File: config.mk
export PLATFORM = sky130hd
export DESIGN_NAME = levenshtein_multi
export DESIGN_NICKNAME = d
export VERILOG_FILES = /design/src/rtl/levenshtein_pkg.sv /design/src/rtl/levenshtein_lane.sv /design/src/rtl/levenshtein_multi.sv
export SDC_FILE = /design/constraint.sdc
export NUM_CORES = 1
export LEC_CHECK = 0
export ABC_AREA = 1
export ABC_CLOCK_PERIOD_IN_PS = 18000
export CAP_MARGIN = 10
export CORE_ASPECT_RATIO = 1.2
export CORE_UTILIZATION = 34
export DETAILED_ROUTE_END_ITERATION = 8
export MAX_ROUTING_LAYER = met4
export PLACE_DENSITY = 0.56
export SLEW_MARGIN = 20
export SYNTH_ARGS = -nofsm -noshare
export SYNTH_HDL_FRONTEND = slang
export SYNTH_SLANG_ARGS = --single-unit
File: constraint.sdc
create_clock -name aclk -period 18 [get_ports aclk]
set_input_delay 5.4 -clock aclk [delete_from_list [all_inputs] [get_ports aclk]]
set_output_delay 5.4 -clock aclk [all_outputs]
set_load 0.01 [all_outputs]
File: src/rtl/levenshtein_pkg.sv
// Shared widths, saturation constant and initial-hp helper for the Levenshtein engines.
package levenshtein_pkg;

  localparam int BITVECTOR_WIDTH_DEF  = 16;
  localparam int DISTANCE_WIDTH_DEF   = 8;
  localparam int LANES_DEF            = 4;
  localparam int LANE_INDEX_WIDTH_DEF = 2;

  // Wide all-ones; each user takes the low DISTANCE_WIDTH bits.
  localparam logic [31:0] DISTANCE_SATURATED = '1;

  // Bit i of the initial hp vector: one column per search-word character.
  function automatic logic init_hp_bit(input int i, input int ws);
    return i < ws;
  endfunction

endpackage

File: src/rtl/levenshtein_lane.sv
// One Myers bit-vector lane: column step, distance tracking with sticky saturation.
module levenshtein_lane
  import levenshtein_pkg::*;
#(
  parameter int BITVECTOR_WIDTH = BITVECTOR_WIDTH_DEF,
  parameter int DISTANCE_WIDTH  = DISTANCE_WIDTH_DEF
) (
  input  logic                       aclk,
  input  logic                       areset,
  input  logic                       init,
  input  logic                       step,
  input  logic [BITVECTOR_WIDTH-1:0] pm,
  input  logic [DISTANCE_WIDTH-1:0]  word_size,
  output logic [DISTANCE_WIDTH-1:0]  d,
  output logic                       en
);

  localparam int BW = BITVECTOR_WIDTH;
  localparam int DW = DISTANCE_WIDTH;
  localparam logic [DW-1:0] SAT = DISTANCE_SATURATED[DW-1:0];

  logic [BW-1:0] hp, hn, hp_init, d0, vp, vn;
  logic [DW-1:0] ws;
  logic          ovf, inc, dec;

  always_comb begin
    hp_init = '0;
    for (int i = 0; i < BW; i++) hp_init[i] = init_hp_bit(i, 32'(word_size));
  end

  assign d0 = (((pm & hp) + hp) ^ hp) | pm | hn;
  assign vp = hn | ~(d0 | hp);
  assign vn = d0 & hp;

  // Score moves with the last column of the word, selected by the latched size.
  always_comb begin
    inc = 1'b0;
    dec = 1'b0;
    for (int i = 0; i < BW; i++)
      if (ws == DW'(i + 1)) begin
        inc = vp[i];
        dec = vn[i];
      end
  end

  always_ff @(posedge aclk) begin
    if (areset || init) begin
      ws  <= word_size;
      d   <= word_size;
      hp  <= hp_init;
      hn  <= '0;
      ovf <= 1'b0;
      en  <= (word_size != '0) && (32'(word_size) <= 32'(BW));
    end else if (step && en) begin
      hp <= (vn << 1) | ~(d0 | (vp << 1) | BW'(1));
      hn <= d0 & ((vp << 1) | BW'(1));
      if (ovf) begin
        d <= SAT;
      end else if (inc && !dec) begin
        if (d == SAT) ovf <= 1'b1;
        else          d   <= d + 1'b1;
      end else if (dec && !inc) begin
        d <= d - 1'b1;
      end
    end
  end

endmodule

File: src/rtl/levenshtein_multi.sv
// Multi-lane Levenshtein scorer: LANES words against one text stream, min result per text word.
// Optional macro LEVENSHTEIN_MATCH_VECTOR_EN adds the per-lane m_axis_tmatch output.
module levenshtein_multi
  import levenshtein_pkg::*;
#(
  parameter int BITVECTOR_WIDTH  = BITVECTOR_WIDTH_DEF,
  parameter int DISTANCE_WIDTH   = DISTANCE_WIDTH_DEF,
  parameter int LANES            = LANES_DEF,
  parameter int LANE_INDEX_WIDTH = LANE_INDEX_WIDTH_DEF
) (
  input  logic                                aclk,
  input  logic                                areset,
  input  logic [LANES*DISTANCE_WIDTH-1:0]     word_size,
  input  logic [DISTANCE_WIDTH-1:0]           threshold,
  input  logic                                s_axis_tvalid,
  output logic                                s_axis_tready,
  input  logic [LANES*BITVECTOR_WIDTH-1:0]    s_axis_tdata,
  input  logic                                s_axis_tuser,
  input  logic                                s_axis_tlast,
  output logic                                m_axis_tvalid,
  input  logic                                m_axis_tready,
  output logic [DISTANCE_WIDTH-1:0]           m_axis_tdata,
  output logic [LANE_INDEX_WIDTH-1:0]         m_axis_tid,
  output logic                                m_axis_tuser,
  output logic                                m_axis_tlast
`ifdef LEVENSHTEIN_MATCH_VECTOR_EN
  ,
  output logic [LANES-1:0]                    m_axis_tmatch
`endif
);

  localparam int DW = DISTANCE_WIDTH;
  localparam logic [DW-1:0] SAT = DISTANCE_SATURATED[DW-1:0];

  logic [LANES-1:0][DW-1:0] lane_d;
  logic [LANES-1:0]         lane_en;
  logic                     accept, delim, step;

  assign s_axis_tready = !m_axis_tvalid || m_axis_tready;
  assign accept        = s_axis_tvalid && s_axis_tready;
  assign delim         = accept && s_axis_tuser;
  assign step          = accept && !s_axis_tuser;

  for (genvar k = 0; k < LANES; k++) begin : g_lane
    levenshtein_lane #(
      .BITVECTOR_WIDTH (BITVECTOR_WIDTH),
      .DISTANCE_WIDTH  (DISTANCE_WIDTH)
    ) u_lane (
      .aclk      (aclk),
      .areset    (areset),
      .init      (delim),
      .step      (step),
      .pm        (s_axis_tdata[k*BITVECTOR_WIDTH +: BITVECTOR_WIDTH]),
      .word_size (word_size[k*DW +: DW]),
      .d         (lane_d[k]),
      .en        (lane_en[k])
    );
  end

  // Strict less-than keeps the lowest lane on ties.
  logic [DW-1:0]               best_d;
  logic [LANE_INDEX_WIDTH-1:0] best_id;
  logic                        any_en;
  logic [LANES-1:0]            match_vec;

  always_comb begin
    best_d    = SAT;
    best_id   = '0;
    any_en    = 1'b0;
    match_vec = '0;
    for (int k = 0; k < LANES; k++) begin
      if (lane_en[k] && (!any_en || lane_d[k] < best_d)) begin
        best_d  = lane_d[k];
        best_id = LANE_INDEX_WIDTH'(k);
        any_en  = 1'b1;
      end
      match_vec[k] = lane_en[k] && (lane_d[k] <= threshold);
    end
  end

  always_ff @(posedge aclk) begin
    if (areset) begin
      m_axis_tvalid <= 1'b0;
      m_axis_tdata  <= '0;
      m_axis_tid    <= '0;
      m_axis_tuser  <= 1'b0;
      m_axis_tlast  <= 1'b0;
    end else begin
      if (m_axis_tready) m_axis_tvalid <= 1'b0;
      if (delim) begin
        m_axis_tvalid <= 1'b1;
        m_axis_tdata  <= best_d;
        m_axis_tid    <= best_id;
        m_axis_tuser  <= any_en && (best_d <= threshold);
        m_axis_tlast  <= s_axis_tlast;
      end
    end
  end

`ifdef LEVENSHTEIN_MATCH_VECTOR_EN
  always_ff @(posedge aclk) begin
    if (areset)     m_axis_tmatch <= '0;
    else if (delim) m_axis_tmatch <= match_vec;
  end
`else
  logic unused_match;
  assign unused_match = ^match_vec;
`endif

endmodule

==> results.md <==
* Post-synthesis instance total at between 2k and 2.5k
* CTS tree: done
* Gr usage total at 0.2051
* Post-Synth Adder-Cell Area at 0.04988
* HPWL after DPL at 34670 µm
* Clk root buf: clkbuf_16
* Placer Congestion at just under 0.9
* Diodes inserted at 0
* Final Setup Violations at 0
* Clock-pin slew on the worst setup and hold paths at 60 ps
* Worst min-delay path class: flip-flop to flip-flop
* Final WL at 45760 µm
* TritonCTS Sinks at between 200 and 250
* Mapped cell area at between 15000 and 20000 µm²
* Kind of critical path: input port to output port
* Total gr overflow at 0
* I/O Buffers at 123
* Max cap viols at 0
* Setup TNS at 0 ps
* Fin crit share at 0.6623
* Synth-to-layout area growth at 18.20%
* Worst skew pair latency at 570 ps
* Largest family of logic cells by synthesized area: simple AND/OR/NAND/NOR gates
* Via density at 5.207
* Startpoint Class: input port
* Syn. warnings at 0
* Num CTS Buffers at 27
* EDFF count, synth at 132
* Cells after DPL at approximately 2.8k
* Setup repair bufs after CTS at 0
* H-tree depth at 1
* Final Hold Fails at 0
* Sequential fraction of the synthesis area at 0.3686
* TritonRoute pass-1 iters at 6
* Critical Path Sink: s_axis_tready
* Max VDD drop at 0.07481 mV
* Area share of the largest cell type after synthesis at 0.2616
* Core box area at 43930 µm²
* Final total power at between 1 and 1.5 mW
* Crit Reg-Reg Endpoint: m_axis_tuser
* RR Startpoint: g_lane[0].u_lane.en
* Num rows at 84
* Final core occ at 0.4077
* Post-CTS sizing at 0
* Worst slew pin tran at between 1000 and 1500 ps
* Place WS at 6072 ps
* Full die area at 45420 µm²
* Non-filler cells, final at 2894
* Critical path arrival at between 6000 and 7000 ps
* # hold bufs at CTS at 0
* Count of cell types in the netlist at just under 60
* Compound-cell area share of the yosys netlist at 0.1784
* Tmin final at 11920 ps
* R2r worst-path depth at 32
* Vias at 15.07k
* Setup ws final at 6078 ps
* Initial antenna violation count at 0
* Worst setup EP type: output port
* Avg WL per Cell at approximately 16 µm
* Share of synthesized registers carrying an async set or reset at 0
* Post-synthesis xor/xnor area fraction at 0.01214
* I/O pin cnt at roughly 120
* Final net count at roughly 2.5k
* Multiplexer share of the synthesized area at 0
* Simple-Gate Fraction of Synth Area at 0.2898
* Unrepaired setup endpoints after global routing: false
* Crit path launch: m_axis_tready
* Syn_nets at 2350
* Crit path required time at 12600 ps
* Die W at 194.7 µm
* Cell taking the most area after synthesis: edfxtp_1
* Detail Route Antenna Nets at 0
* DR iter-0 viols at a little over 700
* Syn avg cell area at between 6 and 7 µm²
* Global-route wire length before repair at 73510 µm
* Synth top area cells: edfxtp_1 26%, dfxtp_1 11%, nand2_1 10%
* Clk buf depth at 3
* Fin Clk Skew at 33.77 ps
* Seq cells post-synth at approximately 210
* PwrDens at 80.51 nW/µm²
* Largest net degree at the start of global routing at 52
* Max-slew headroom at 0.2494
* Layout cells sized above 1 at 0.03512
* Main flop type after synthesis: edfxtp_1
* R2R Setup Slk at 12350 ps
* Die height at ~230 µm
* Starting Density at 0.3449
* DRC violations left at 0
* Vias in the first global route at 14.65k
* Peak Freq at 0.08388 GHz
* Crit path max fanout at 3
* Leakage at about 7.6 nW
* Status: completed
* Slew Viols, Final at 0
## critical path: stages
cell and delay [ps]:
clkdlybuf4s50_1 450, inv_1 40, nand2_1 90, clkdlybuf4s50_1 540
## logic make-up (layout without fill, tap and decap cells)
kind of cell,count (synthesis),after routing
and+or+nand+nor,1005,1005
AOI/OAI and AO/OA,477,477
buffers and inverters,408,561
DFF,213,213
adders and majority gates,58,58
xor gates and xnor gates,21,21
## power breakdown
part,total [mW],internal [mW],leakage [nW],switching (mW)
Combinational,0.315,0.117,5.31,0.198
Sequential,0.591,0.559,1.90,0.0321
Clock,0.535,0.309,0.421,0.227
Total,1.44,0.985,7.64,0.457
## per-layer routing
layer	global-route usage	up-vias	share of wire
met3	0.02122	78	0.041
met1	0.2398	7004	0.43
met5	-	-	0
met4	0.06275	0	0.025
li1	-	7660	-
met2	0.3688	326	0.50
## sequential cells by signal (all words and copies together) (netlist names)
name / cells
g_lane.u_lane.ws: 32
m_axis_tvalid: 1
g_lane.u_lane.ovf: 4
g_lane.u_lane.hp: 64
m_axis_tdata: 8
m_axis_tlast: 1
m_axis_tid: 2
g_lane.u_lane.en: 4
g_lane.u_lane.hn: 64
m_axis_tuser: 1
g_lane.u_lane.d: 32
## worst min path at each step
stage                          from  cells past startpoint                   end
2_1_floorplan  g_lane[2].u_lane.ovf                      2  g_lane[2].u_lane.ovf
3_3_place_gp   g_lane[0].u_lane.ovf                      2  g_lane[0].u_lane.ovf
3_5_place_dp        m_axis_tdata[6]                      2       m_axis_tdata[6]
4_1_cts             m_axis_tdata[6]                      2       m_axis_tdata[6]
5_1_grt        g_lane[3].u_lane.ovf                      2  g_lane[3].u_lane.ovf
6_report            m_axis_tdata[6]                      2       m_axis_tdata[6]
## cells in the mapped netlist, types with 13 or more instances
cell        n
a21oi_1   128
a31oi_1    23
and2_1     13
clkbuf_1   23
dfxtp_1    81
edfxtp_1  132
ha_1       54
inv_1     371
nand2_1   410
nand2_2    13
nand3_1   159
nand4_1    62
nor2_1    248
nor3_1     70
o211ai_1   15
o21ai_0   209
o22ai_1    14
xor2_1     13
## metrics by stage
stage / hold WS, ps / cell area [µm²]
finish: 458.8 / 17910
global route: 479.7 / 17910
CTS: 458.8 / 17910
detailed placement: 445.4 / 17040
global placement: 441.7 / 17040
floorplan: 427.7 / 15150
## final cells by class
type / instances / area, µm²
fill: 4644 / 26020
multi-input combinational: 1561 / 8041
sequential: 213 / 5585
inverter: 380 / 1426
timing repair buffer: 131 / 1291
clock buffer: 31 / 700.7
tap: 559 / 699.4
clock inverter: 19 / 165.2
## layout by cell type, fill, tap and decap left out, types with 12 or more instances in the layout
| master | count |
|---|---|
| and2_1 | 13 |
| nand4_1 | 62 |
| o211ai_1 | 15 |
| ha_1 | 54 |
| a22oi_1 | 12 |
| o21ai_1 | 12 |
| a31oi_1 | 23 |
| xor2_1 | 13 |
| nand2_2 | 13 |
| nand2_1 | 409 |
| a21oi_1 | 128 |
| nand3_1 | 159 |
| inv_1 | 371 |
| clkdlybuf4s50_1 | 123 |
| clkbuf_16 | 27 |
| edfxtp_1 | 132 |
| nor3_1 | 70 |
| o22ai_1 | 14 |
| dfxtp_1 | 81 |
| o21ai_0 | 209 |
| nor2_1 | 248 |
No activity file was read; power rests on OpenSTA's default activity.
